$ cat src/rtl/initmem_writer.sv
`default_nettype none
// ============================================================================
// Module   : initmem_writer
// Purpose  : Boot-time memory-init writer. Accepts words from the SD-card
//            loader through a held write-enable / state handshake, buffers
//            them in a small FIFO and commits them as sequential word writes
//            starting at BASE_ADDR. Tracks committed count and checksum,
//            flags overruns and reports completion.
// Revision : 1.0  initial release
// ============================================================================
module initmem_writer #(
  parameter logic [31:0] BASE_ADDR  = 32'h0000_0000,
  parameter logic [31:0] BIN_SIZE   = 32'd4096,
  parameter int          FIFO_DEPTH = 4
) (
  input  logic        clk27mhz,
  input  logic        resetn,
  input  logic [31:0] s_data,
  input  logic        s_we,
  input  logic        s_done,
  output logic [7:0]  ctrl_state,
  output logic        m_req,
  output logic [31:0] m_addr,
  output logic [31:0] m_wdata,
  output logic [3:0]  m_be,
  input  logic        m_ack,
  output logic [31:0] wr_count,
  output logic [31:0] checksum,
  output logic        done,
  output logic        overflow
);

  // Expected number of words in the image.
  localparam logic [31:0] WORDS = BIN_SIZE >> 2;
  localparam int PTR_W = $clog2(FIFO_DEPTH);
  localparam int CNT_W = $clog2(FIFO_DEPTH + 1);
  localparam logic [CNT_W-1:0] FIFO_FULL_CNT = CNT_W'(FIFO_DEPTH);

  // Loader handshake states; the encoding is what the loader sees.
  typedef enum logic [7:0] {
    ST_IDLE     = 8'd0,
    ST_CAPTURE  = 8'd1,
    ST_WAIT_LOW = 8'd2,
    ST_FULL     = 8'd3,
    ST_DONE     = 8'd4
  } state_t;

  state_t           state;
  logic [31:0]      fifo_mem [FIFO_DEPTH];
  logic [PTR_W-1:0] wr_ptr;
  logic [PTR_W-1:0] rd_ptr;
  logic [CNT_W-1:0] fifo_cnt;
  logic [31:0]      push_cnt;

  logic fifo_empty;
  logic fifo_full;
  logic complete;
  logic push;
  logic pop;

  assign fifo_empty = (fifo_cnt == '0);
  assign fifo_full  = (fifo_cnt == FIFO_FULL_CNT);

  // Everything is in memory (or the loader gave up early) and the loader
  // is not in the middle of a handshake.
  assign complete = fifo_empty && !m_req &&
                    ((wr_count == WORDS) || s_done) &&
                    ((state == ST_IDLE) || (state == ST_FULL));

  // A word is accepted only from IDLE, once per s_we assertion, and never
  // beyond the image size. Completion takes priority over a new push.
  assign push = (state == ST_IDLE) && !complete && s_we && (push_cnt != WORDS);

  // A new request is launched only from an idle memory port, which also
  // guarantees a gap cycle between consecutive requests.
  assign pop = !m_req && !fifo_empty;

  assign ctrl_state = state;
  assign m_be       = 4'hF;

  // Loader-side handshake FSM with push accounting and sticky flags.
  always_ff @(posedge clk27mhz or negedge resetn) begin
    if (!resetn) begin
      state    <= ST_IDLE;
      push_cnt <= '0;
      done     <= 1'b0;
      overflow <= 1'b0;
    end else begin
      case (state)
        ST_IDLE: begin
          if (complete) begin
            state <= ST_DONE;
            done  <= 1'b1;
          end else if (s_we) begin
            state <= ST_CAPTURE;
            if (push_cnt == WORDS) begin
              overflow <= 1'b1;
            end else begin
              push_cnt <= push_cnt + 32'd1;
            end
          end
        end
        ST_CAPTURE: begin
          state <= ST_WAIT_LOW;
        end
        ST_WAIT_LOW: begin
          if (!s_we) begin
            state <= fifo_full ? ST_FULL : ST_IDLE;
          end
        end
        ST_FULL: begin
          if (complete) begin
            state <= ST_DONE;
            done  <= 1'b1;
          end else if (!fifo_full) begin
            state <= ST_IDLE;
          end
        end
        ST_DONE: begin
          if (s_we) begin
            overflow <= 1'b1;
          end
        end
        default: begin
          state <= ST_IDLE;
        end
      endcase
    end
  end

  // FIFO storage; contents need no reset because occupancy is tracked.
  always_ff @(posedge clk27mhz) begin
    if (push) begin
      fifo_mem[wr_ptr] <= s_data;
    end
  end

  // FIFO pointers/occupancy and the memory-side request/commit logic.
  always_ff @(posedge clk27mhz or negedge resetn) begin
    if (!resetn) begin
      wr_ptr   <= '0;
      rd_ptr   <= '0;
      fifo_cnt <= '0;
      m_req    <= 1'b0;
      m_addr   <= '0;
      m_wdata  <= '0;
      wr_count <= '0;
      checksum <= '0;
    end else begin
      if (push) begin
        wr_ptr <= wr_ptr + PTR_W'(1);
      end
      if (pop) begin
        rd_ptr <= rd_ptr + PTR_W'(1);
      end
      case ({push, pop})
        2'b10:   fifo_cnt <= fifo_cnt + CNT_W'(1);
        2'b01:   fifo_cnt <= fifo_cnt - CNT_W'(1);
        default: fifo_cnt <= fifo_cnt;
      endcase

      if (pop) begin
        m_req   <= 1'b1;
        m_wdata <= fifo_mem[rd_ptr];
        m_addr  <= BASE_ADDR + (wr_count << 2);
      end else if (m_req && m_ack) begin
        m_req    <= 1'b0;
        wr_count <= wr_count + 32'd1;
        checksum <= checksum + m_wdata;
      end
    end
  end

endmodule
`default_nettype wire
$ cat config.mk
export PLATFORM = sky130hd
export DESIGN_NAME = initmem_writer
export DESIGN_NICKNAME = d
export VERILOG_FILES = /design/src/rtl/initmem_writer.sv
export SDC_FILE = /design/constraint.sdc
export NUM_CORES = 1
export LEC_CHECK = 0
export ABC_AREA = 1
export BUFFER_PORTS_ARGS = -buffer_cell sky130_fd_sc_hd__buf_4
export CORE_MARGIN = 2
export CORE_UTILIZATION = 30
export DETAILED_ROUTE_END_ITERATION = 7
export HOLD_SLACK_MARGIN = 0.02
export PLACE_DENSITY_LB_ADDON = 0.1
export SLEW_MARGIN = 20
export SYNTH_ARGS = -nofsm -noshare
export SYNTH_HDL_FRONTEND = slang
export SYNTH_SLANG_ARGS = --single-unit
$ cat constraint.sdc
create_clock -name clk27mhz -period 3 [get_ports clk27mhz]
set_clock_uncertainty 0.15 [all_clocks]
set_input_delay 0.45 -clock clk27mhz [delete_from_list [all_inputs] [get_ports clk27mhz]]
set_output_delay 0.45 -clock clk27mhz [all_outputs]
set_load 0.01 [all_outputs]
==> flow_summary.json, run 1 <==
{
  "status": "finished, final reports clean",
  "tritoncts": "done",
  "yosysSeqAreaShare_pct": 52.9,
  "antenna_found_initial": 4,
  "synth_area_per_cell_um2": 8.41,
  "worst_pin_slew_ps": 957,
  "syn_inst": 1826,
  "num_vias": 12500,
  "hold_violations": 0,
  "clock_sinks": 299,
  "ys_types": 42,
  "dieArea_mm2": 0.0530,
  "cpMaxStageDelayCell": "dfrtp_1",
  "setup_violations": 0,
  "fin_crit_sh_pct": 86.7,
  "cts_buffer_depth": 3,
  "slew_violations": 0,
  "drc": 0,
  "first_pass_iters": 5,
  "power_mw": 19.6,
  "routed_wl_mm": 45.1,
  "worstSetupPathType": "reg2reg",
  "drive_gt1_share_pct": 13.8,
  "p_leak_nw": 8.77,
  "hold_buffers": 33,
  "htreeDepth": 2,
  "fp-row-count": 82,
  "drt-initial-drc-count": 760,
  "critPathLaunchType": "flip-flop",
  "wl_per_cell_um": 16.5,
  "areaGrowthSynthToFinish_pct": 23.6,
  "path_cells": "inv_1 > ha_1 > nand3_1 > nor2_1 > nand2_1 > nor2_2 > nor3_4 > nand2_4 > ha_1 > inv_1 > fa_1 > a21oi_1 > o21ai_0 > xor2_1",
  "die_w_um": 230,
  "holdCritPathClass": "in2reg",
  "comb_power_share_pct": 46.1,
  "post-place-ws_ps": 406,
  "yosys_warnings": 0,
  "numCtsBuffers": 37,
  "initial_core_util_pct": 30.5,
  "grt_overflow": 0,
  "path_delay_family": "adder cells",
  "postRouteAntennaNets": 0,
  "cts-root-buf": "clkbuf_16",
  "post_cts.resized_instances": 0,
  "switching_power_mw": 8.39,
  "io_buffers": 168,
  "pwr-share-seq_pct": 31.8,
  "maxSlewHeadroom_pct": 36.1,
  "fp.coreArea_mm2": 0.0504,
  "cp.required_ps": 3280,
  "first_global_vias": 12300,
  "viasPerCell": 4.56,
  "rsz0062_at_grt": "no",
  "clk_pin_slew_worst_paths_ps": 60,
  "clk_latency_ps": 560,
  "postCtsSetupBuffers": 0,
  "ios": 180,
  "grt_max_degree": 72,
  "grt_pass1_wl_mm": 71.1,
  "p_int_mw": 11.2,
  "worstPathArrival_ps": 2880,
  "worst_slack_ps": 400,
  "cp.buffers_inverters": 2,
  "ys_ff_latch": 299,
  "layout_min_cycle_time_ps": 2600,
  "maxCapViolations": 0,
  "die_h_um": 230,
  "mappedNetlistArea_mm2": 0.0154,
  "nets": 2117,
  "power_density_mw_per_mm2": 1030,
  "p_clk_share_pct": 22.2,
  "max_stage_delay_ps": 400,
  "critical_path.endpoint_type": "flip-flop",
  "timing.fmax_mhz": 385,
  "antenna_cells": 0,
  "place.gp.congestion": 0.884,
  "path_max_fanout": 5,
  "ir_drop_mv": 0.341,
  "track_usage_pct": 17.2,
  "dp_hpwl_mm": 31.9,
  "sw_frac_of_total_pct": 42.8
}
==> synth_stat cells, drive strengths merged <==
master,instances,area share (%)
nor4,5,0.30
nand4,14,0.69
edfxtp,128,25
nor3,38,1.6
nand2,508,13
o21ai,118,3.8
conb,2,0.049
a21o,1,0.049
dfrtp,171,28
o211ai,1,0.049
nand3b,7,0.34
clkbuf,31,0.76
and2,2,0.081
a21oi,26,0.85
o21a,1,0.049
or2,3,0.12
xor2,52,3.0
buf,35,1.4
nor3b,1,0.049
o21bai,2,0.098
a31oi,31,1.3
nand3,98,3.3
fa,2,0.26
xnor2,19,1.1
o22ai,1,0.041
nor2,292,7.3
ha,40,3.3
inv,197,4.8
==> per-stage QoR <==
step | cells | area (µm²) | hold slack, ps | utilization (%) | TNS [ps]
2_1_floorplan | 1835 | 15400 | 4.41 | - | -36260
3_3_place_gp | 2638 | 17500 | 306 | 34.8 | 0
3_5_place_dp | 2638 | 17500 | 311 | 34.8 | 0
4_1_cts | 2735 | 19000 | 142 | 37.7 | 0
5_1_grt | 2735 | 19000 | 176 | 37.7 | 0
6_report | 2735 | 19000 | 171 | 37.7 | 0
==> worst min-delay path, cell delays in order <==
cell	delay (ps)
buf_4	90
nand2_2	100
nor2_4	130
nor2_1	60
==> per-layer routing <==
layer | wire length [µm] | share of wire, % | up-vias | track usage [%]
met4 | 988 | 2.2 | 8 | 5.12
met2 | 20400 | 45 | 218 | 27.2
met3 | 2030 | 4.5 | 78 | 3.01
met1 | 21600 | 48 | 5895 | 23.9
li1 | - | - | 6284 | -
met5 | 41 | 0.091 | - | 0
==> area by class of cell <==
cell class / instances / area [µm²]
clock buffer: 51 / 1030
clock inverter: 13 / 116
fill: 5200 / 31400
inverter: 197 / 739
multi-input combinational: 1273 / 6230
sequential: 299 / 8120
tap: 672 / 841
timing repair buffer: 230 / 1900
==> path summary, 6_finish.rpt <==
path	from	to	slack [ps]	depth (start not counted)
worst max-delay path	push_cnt[0]$_DFFE_PN0P_	fifo_cnt[2]$_DFFE_PN0P_	400	14
worst max register to register	push_cnt[0]$_DFFE_PN0P_	fifo_cnt[2]$_DFFE_PN0P_	400	14
min in group asynchronous	resetn	m_addr[18]$_DFFE_PN0P_	320	2
max in group asynchronous	resetn	push_cnt[14]$_DFFE_PN0P_	1600	3
worst min-delay path	m_ack	wr_count[0]$_DFFE_PN0P_	170	4
worst min register to register	overflow$_DFFE_PN0P_	overflow$_DFFE_PN0P_	320	2
==> sequential cells by signal, indices dropped and copies added (netlist names), 2 cells and up <==
| name | cells |
|---|---|
| m_addr | 30 |
| fifo_cnt | 3 |
| fifo_mem | 128 |
| m_wdata | 32 |
| ctrl_state | 3 |
| checksum | 32 |
| wr_count | 32 |
| rd_ptr | 2 |
| wr_ptr | 2 |
| push_cnt | 32 |
==> kinds of logic (layout without fill, tap and decap cells) <==
family                     count (synthesis)  count (layout)  synth area share (%)
xor gates and xnor gates                  71              71                  4.05
buffers and inverters                    263             491                  6.97
adders and majority gates                 42              42                  3.52
AOI/OAI and AO/OA                        181             181                  6.24
other                                      2              11                0.0489
DFF                                      299             299                  52.9
and+or+nand+nor                          968             968                  26.3
==> power by group through the flow <==
| stage | combinational, mW | sequential (mW) | clock (mW) |
|---|---|---|---|
| 3_5_place_dp | 9.10 | 6.32 | 0 |
| 6_report | 9.03 | 6.23 | 4.35 |
| 2_1_floorplan | 5.73 | 6.21 | 0 |
| 5_1_grt | 10.3 | 6.36 | 4.65 |
| 3_3_place_gp | 9.06 | 6.29 | 0 |
| 4_1_cts | 9.17 | 6.24 | 4.49 |
==> cells in the final DEF (no fill, tap or decap), drive strengths merged, types with 31 or more instances in the layout <==
| cell | netlist | layout |
|---|---|---|
| clkbuf | 31 | 51 |
| dfrtp | 171 | 171 |
| nand2 | 508 | 508 |
| buf | 35 | 197 |
| xor2 | 52 | 52 |
| nor2 | 292 | 292 |
| nand3 | 98 | 98 |
| a31oi | 31 | 31 |
| inv | 197 | 199 |
| edfxtp | 128 | 128 |
| nor3 | 38 | 38 |
| ha | 40 | 40 |
| dlygate4sd3 | 0 | 33 |
| o21ai | 118 | 118 |
No activity file was read; power rests on OpenSTA's default activity.
==> run 2, diff against run 1 <==
Settings changed: CTS_BUF_LIST set to sky130_fd_sc_hd__clkbuf_16.
==> run 2 against run 1 <==
Net effect:
- sequential share of layout area about the same
- sequential cell count unchanged
- largest cell class unchanged
- critical path depth unchanged
- core utilization about the same
==> flow_summary.json, run 2 (synthesis gave the netlist of run 1 again) <==
{
  "status": "finished, final reports clean",
  "clock_sinks": 299,
  "worstHoldStart": "m_ack",
  "fin_crit_sh_pct": 86.8,
  "timing.fmax_mhz": 384,
  "slew_violations": 0,
  "top_register": "fifo_mem",
  "hold_buffers": 33,
  "hold_violations": 0,
  "p_int_mw": 11.2,
  "rsz0062_at_grt": "no",
  "switching_power_mw": 8.36,
  "multi_input_area_mm2": 0.00623,
  "p_leak_nw": 8.81,
  "tritoncts": "done",
  "maxCapViolations": 0,
  "die_w_um": 230,
  "fin_cells": 2735,
  "place.gp.congestion": 0.884,
  "postRouteAntennaNets": 0,
  "layout_commonest_cell": "nand2_1",
  "cts-root-buf": "clkbuf_16",
  "critPathLaunchType": "flip-flop",
  "layout_common_cells": "502 x nand2_1, 282 x nor2_1, 204 x inv_1",
  "setup_violations": 0,
  "pwr-share-seq_pct": 31.9,
  "fp-row-count": 82,
  "cts_buffer_depth": 3,
  "first_global_vias": 12300,
  "comb_power_share_pct": 46.2,
  "cp.required_ps": 3280,
  "die_h_um": 230,
  "maxSlewHeadroom_pct": 37.1,
  "sw_frac_of_total_pct": 42.9,
  "ir_drop_mv": 0.342,
  "dieArea_mm2": 0.0530,
  "ff2ff_setup_slack_ps": 400,
  "ios": 180,
  "wl_per_cell_um": 16.5,
  "placed_area_mm2": 0.0175,
  "p_clk_share_pct": 21.9,
  "worst_slack_ps": 396,
  "drt-initial-drc-count": 766,
  "finalSetupTns_ps": 0,
  "htreeDepth": 2,
  "r2r_start": "push_cnt[0]$_DFFE_PN0P_",
  "drc": 0,
  "power_density_mw_per_mm2": 1030,
  "dp_hpwl_mm": 31.9,
  "utilization_pct": 37.7,
  "path_max_fanout": 5,
  "antenna_found_initial": 4,
  "drive_gt1_share_pct": 13.7,
  "worstPathArrival_ps": 2880,
  "post-place-ws_ps": 406,
  "n_fill_cell": 5201,
  "io_buffers": 168,
  "finalInstanceArea_mm2": 0.0190,
  "initial_core_util_pct": 30.5,
  "worst_pin_slew_ps": 943,
  "post_cts.resized_instances": 0,
  "hold_end": "wr_count[0]$_DFFE_PN0P_",
  "track_usage_pct": 17.2,
  "postCtsSetupBuffers": 0,
  "numCtsBuffers": 37,
  "first_pass_iters": 5,
  "register_area_mm2": 0.00812,
  "num_vias": 12500,
  "areaGrowthSynthToFinish_pct": 23.6,
  "fp.coreArea_mm2": 0.0504,
  "critical_path.endpoint_type": "flip-flop",
  "routed_wl_mm": 45.1,
  "largest_reg_flops": 128,
  "worstSetupPathType": "reg2reg",
  "clk_pin_slew_worst_paths_ps": 60,
  "r2r_cells": 14,
  "nets": 2117,
  "viasPerCell": 4.57,
  "rr_endpoint": "fifo_cnt[2]$_DFFE_PN0P_",
  "hold_slack_ps": 171,
  "power_mw": 19.5,
  "grt_max_degree": 72,
  "layout_min_cycle_time_ps": 2600,
  "hold_depth": 4,
  "grt_overflow": 0,
  "holdCritPathClass": "in2reg",
  "clk_latency_ps": 560,
  "placed_cells": 2638,
  "antenna_cells": 0,
  "grt_pass1_wl_mm": 71.1
}
## run 2: cell count changes in the layout (fill, tap and decap cells not counted)
cell      delta
clkbuf_1    -11
clkbuf_8     -1
clkinv_1     +1
inv_1       +11
## run 2: cell type report
class | count | share of cell area [%]
tap | 672 | 4.43
clock buffer | 39 | 5.14
timing repair buffer | 230 | 10.0
multi-input combinational | 1273 | 32.8
inverter | 197 | 3.90
sequential | 299 | 42.8
clock inverter | 25 | 0.851
## run 2: power by group through the flow
stage	registers [mW]	logic, mW	clock network [mW]
6_report	6.23	9.01	4.27
5_1_grt	6.36	10.3	4.59
4_1_cts	6.24	9.17	4.43
3_5_place_dp	6.32	9.10	0
3_3_place_gp	6.29	9.06	0
2_1_floorplan	6.21	5.73	0
## run 2: critical path: stages (launching register included)
cell     delay (ps)
dfrtp_1         400
inv_1           180
ha_1            170
nand3_1          80
nor2_1          110
nand2_1          60
nor2_2          200
nor3_4           60
nand2_4          70
ha_1            140
inv_1            70
fa_1            380
a21oi_1         150
o21ai_0         110
xor2_1          150
## run 2: how the worst max path moves through the flow
stage / from / endpoint / slack (ps)
2_1_floorplan: wr_count[0]$_DFFE_PN0P_ / fifo_mem[0][0]$_DFFE_PP_ / -280
3_3_place_gp: push_cnt[0]$_DFFE_PN0P_ / fifo_cnt[2]$_DFFE_PN0P_ / 410
3_5_place_dp: push_cnt[0]$_DFFE_PN0P_ / fifo_cnt[2]$_DFFE_PN0P_ / 410
4_1_cts: push_cnt[0]$_DFFE_PN0P_ / fifo_cnt[2]$_DFFE_PN0P_ / 390
5_1_grt: push_cnt[0]$_DFFE_PN0P_ / fifo_cnt[2]$_DFFE_PN0P_ / 130
6_report: push_cnt[0]$_DFFE_PN0P_ / fifo_cnt[2]$_DFFE_PN0P_ / 400
## run 2: routing by layer
metal / share of wire, % / GRT usage (%) / up-vias
met4: 2.3 / 5.12 / 8
li1: - / - / 6288
met3: 4.5 / 3.01 / 74
met2: 45 / 27.2 / 230
met5: 0.11 / 0 / -
met1: 48 / 23.9 / 5889
==> run 3, diff against run 2 <==
Settings changed: CORE_UTILIZATION 30 to 45.
Clock period 3 ns to 3.2 ns, I/O delays scaled along.
==> run 3 against run 2 <==
Net effect:
- hold slack gained 26 ps
- global-route usage grew 5.3 points
- clock-buffer cell count shrank 4
- register-to-register slack is essentially flat
- critical path depth is the same
- worst setup slack lost 4.2 ps
- cell count shrank 8.6%
- largest cell class unchanged
==> flow_summary.json, run 3 (synthesis gave the netlist of run 1 again) <==
{
  "utilization_pct": 55.5,
  "sw_frac_of_total_pct": 42.5,
  "comb_power_share_pct": 45.8,
  "initial_core_util_pct": 45.8,
  "timing.fmax_mhz": 356,
  "die_w_um": 189,
  "worstSetupPathType": "reg2reg",
  "critical_path.endpoint_type": "flip-flop",
  "postRouteAntennaNets": 0,
  "first_pass_iters": 5,
  "die_h_um": 189,
  "areaGrowthSynthToFinish_pct": 21.1,
  "largest_reg_flops": 128,
  "first_global_vias": 12000,
  "drc": 0,
  "setup_violations": 0,
  "grt_pass1_wl_mm": 63.3,
  "io_buffers": 168,
  "slew_violations": 0,
  "grt_overflow": 0,
  "fp-row-count": 67,
  "rsz0062_at_grt": "no",
  "p_leak_nw": 8.74,
  "cts-root-buf": "clkbuf_16",
  "postCtsSetupBuffers": 0,
  "ir_drop_mv": 0.630,
  "pwr-share-seq_pct": 32.5,
  "numCtsBuffers": 35,
  "power_mw": 17.9,
  "placed_cells": 2400,
  "fp.coreArea_mm2": 0.0335,
  "routed_wl_mm": 39.7,
  "worstHoldStart": "m_ack",
  "critPathLaunchType": "flip-flop",
  "num_vias": 12300,
  "worstPathArrival_ps": 3060,
  "place.gp.congestion": 0.896,
  "p_int_mw": 10.3,
  "clk_latency_ps": 540,
  "drt-initial-drc-count": 744,
  "r2r_start": "push_cnt[0]$_DFFE_PN0P_",
  "cp.required_ps": 3450,
  "n_fill_cell": 3179,
  "hold_violations": 0,
  "fin_cells": 2500,
  "worst_pin_slew_ps": 1010,
  "ios": 180,
  "holdCritPathClass": "in2reg",
  "layout_commonest_cell": "nand2_1",
  "crit_path_start": "push_cnt[0]$_DFFE_PN0P_",
  "track_usage_pct": 22.4,
  "htreeDepth": 2,
  "maxSlewHeadroom_pct": 32.3,
  "drive_gt1_share_pct": 13.2,
  "clk_pin_slew_worst_paths_ps": 60,
  "tritoncts": "done",
  "antenna_found_initial": 1,
  "switching_power_mw": 7.62,
  "path_max_fanout": 8,
  "viasPerCell": 4.93,
  "p_clk_share_pct": 21.7,
  "clock_sinks": 299,
  "dieArea_mm2": 0.0356,
  "status": "finished, final reports clean",
  "layout_common_cells": "502 x nand2_1, 282 x nor2_1, 205 x inv_1",
  "layout_min_cycle_time_ps": 2810,
  "maxCapViolations": 0,
  "wl_per_cell_um": 15.9,
  "grt_max_degree": 72,
  "fin_crit_sh_pct": 87.7,
  "nets": 2104,
  "power_density_mw_per_mm2": 964,
  "cts_buffer_depth": 3,
  "dp_hpwl_mm": 28.1,
  "top_register": "fifo_mem"
}
[run 3: cell types whose count changed in the layout (fill, tap and decap cells not counted), moves of 2 or more]
cell / previous run / this run
buf_4: 189 / 181
buf_12: 7 / 2
clkbuf_16: 39 / 35
buf_16: 0 / 2
clkinv_16: 0 / 2
clkinvlp_4: 0 / 2
inv_6: 2 / 0
[run 3: power by group through the flow]
stage | sequential (mW) | clock, mW | combinational (mW)
5_1_grt | 5.94 | 4.15 | 9.30
4_1_cts | 5.84 | 3.99 | 8.21
3_3_place_gp | 5.88 | 0 | 8.04
2_1_floorplan | 5.82 | 0 | 5.37
3_5_place_dp | 5.90 | 0 | 8.14
6_report | 5.83 | 3.89 | 8.21
[run 3: final timing paths]
| path | to | slack (ps) | cells past startpoint |
|---|---|---|---|
| worst min register to register | done$_DFFE_PN0P_ | 310 | 2 |
| worst max-delay path | fifo_cnt[2]$_DFFE_PN0P_ | 390 | 14 |
| min in group asynchronous | checksum[16]$_DFFE_PN0P_ | 370 | 2 |
| worst max register to register | fifo_cnt[2]$_DFFE_PN0P_ | 390 | 14 |
| max in group asynchronous | wr_count[15]$_DFFE_PN0P_ | 1770 | 3 |
| worst min-delay path | wr_count[27]$_DFFE_PN0P_ | 200 | 4 |
[run 3: critical path: stages (launching register included)]
cell and delay (ps):
dfrtp_1 410, inv_1 190, ha_1 180, nand3_1 100
nor2_1 110, nand2_1 90, nor2_2 210, nor3_4 70
nand2_4 170, ha_1 170, inv_1 60, fa_1 370
a21oi_1 140, o21ai_0 110, xor2_1 150
[run 3: timing repair]
item	in CTS	in global routing
hold endpoints to repair	185	0
hold buffers	33	0
resized for setup	0	0
[run 3: metal layers]
layer | wire, µm | share of wire (%) | GRT usage, % | vias up
met1 | 18400 | 46 | 30.8 | 5717
li1 | - | - | - | 6250
met2 | 18400 | 46 | 37.2 | 299
met5 | 0 | 0 | 0 | -
met4 | 711 | 1.8 | 5.53 | 0
met3 | 2160 | 5.5 | 3.78 | 54
[run 3: metrics by stage]
step	hold slack [ps]	setup TNS [ps]	instance area [µm²]	setup slack (ps)
after floorplan	34.4	-10660	15400	-83.3
after global placement	301	0	17000	453
after detailed placement	302	0	17000	400
after CTS	179	0	18500	375
after global routing	192	0	18600	202
final	197	0	18600	392
[run 3: cell type report]
cell class | count | area, µm² | area share, %
inverters | 197 | 739 | 3.98
multi-input cells | 1273 | 6230 | 33.5
clock inverters | 28 | 264 | 1.42
repair buffers | 219 | 1800 | 9.66
clock buffers | 35 | 876 | 4.71
well taps | 448 | 561 | 3.01
diodes | 1 | 2.50 | 0.0135
flip-flops and latches | 299 | 8120 | 43.7
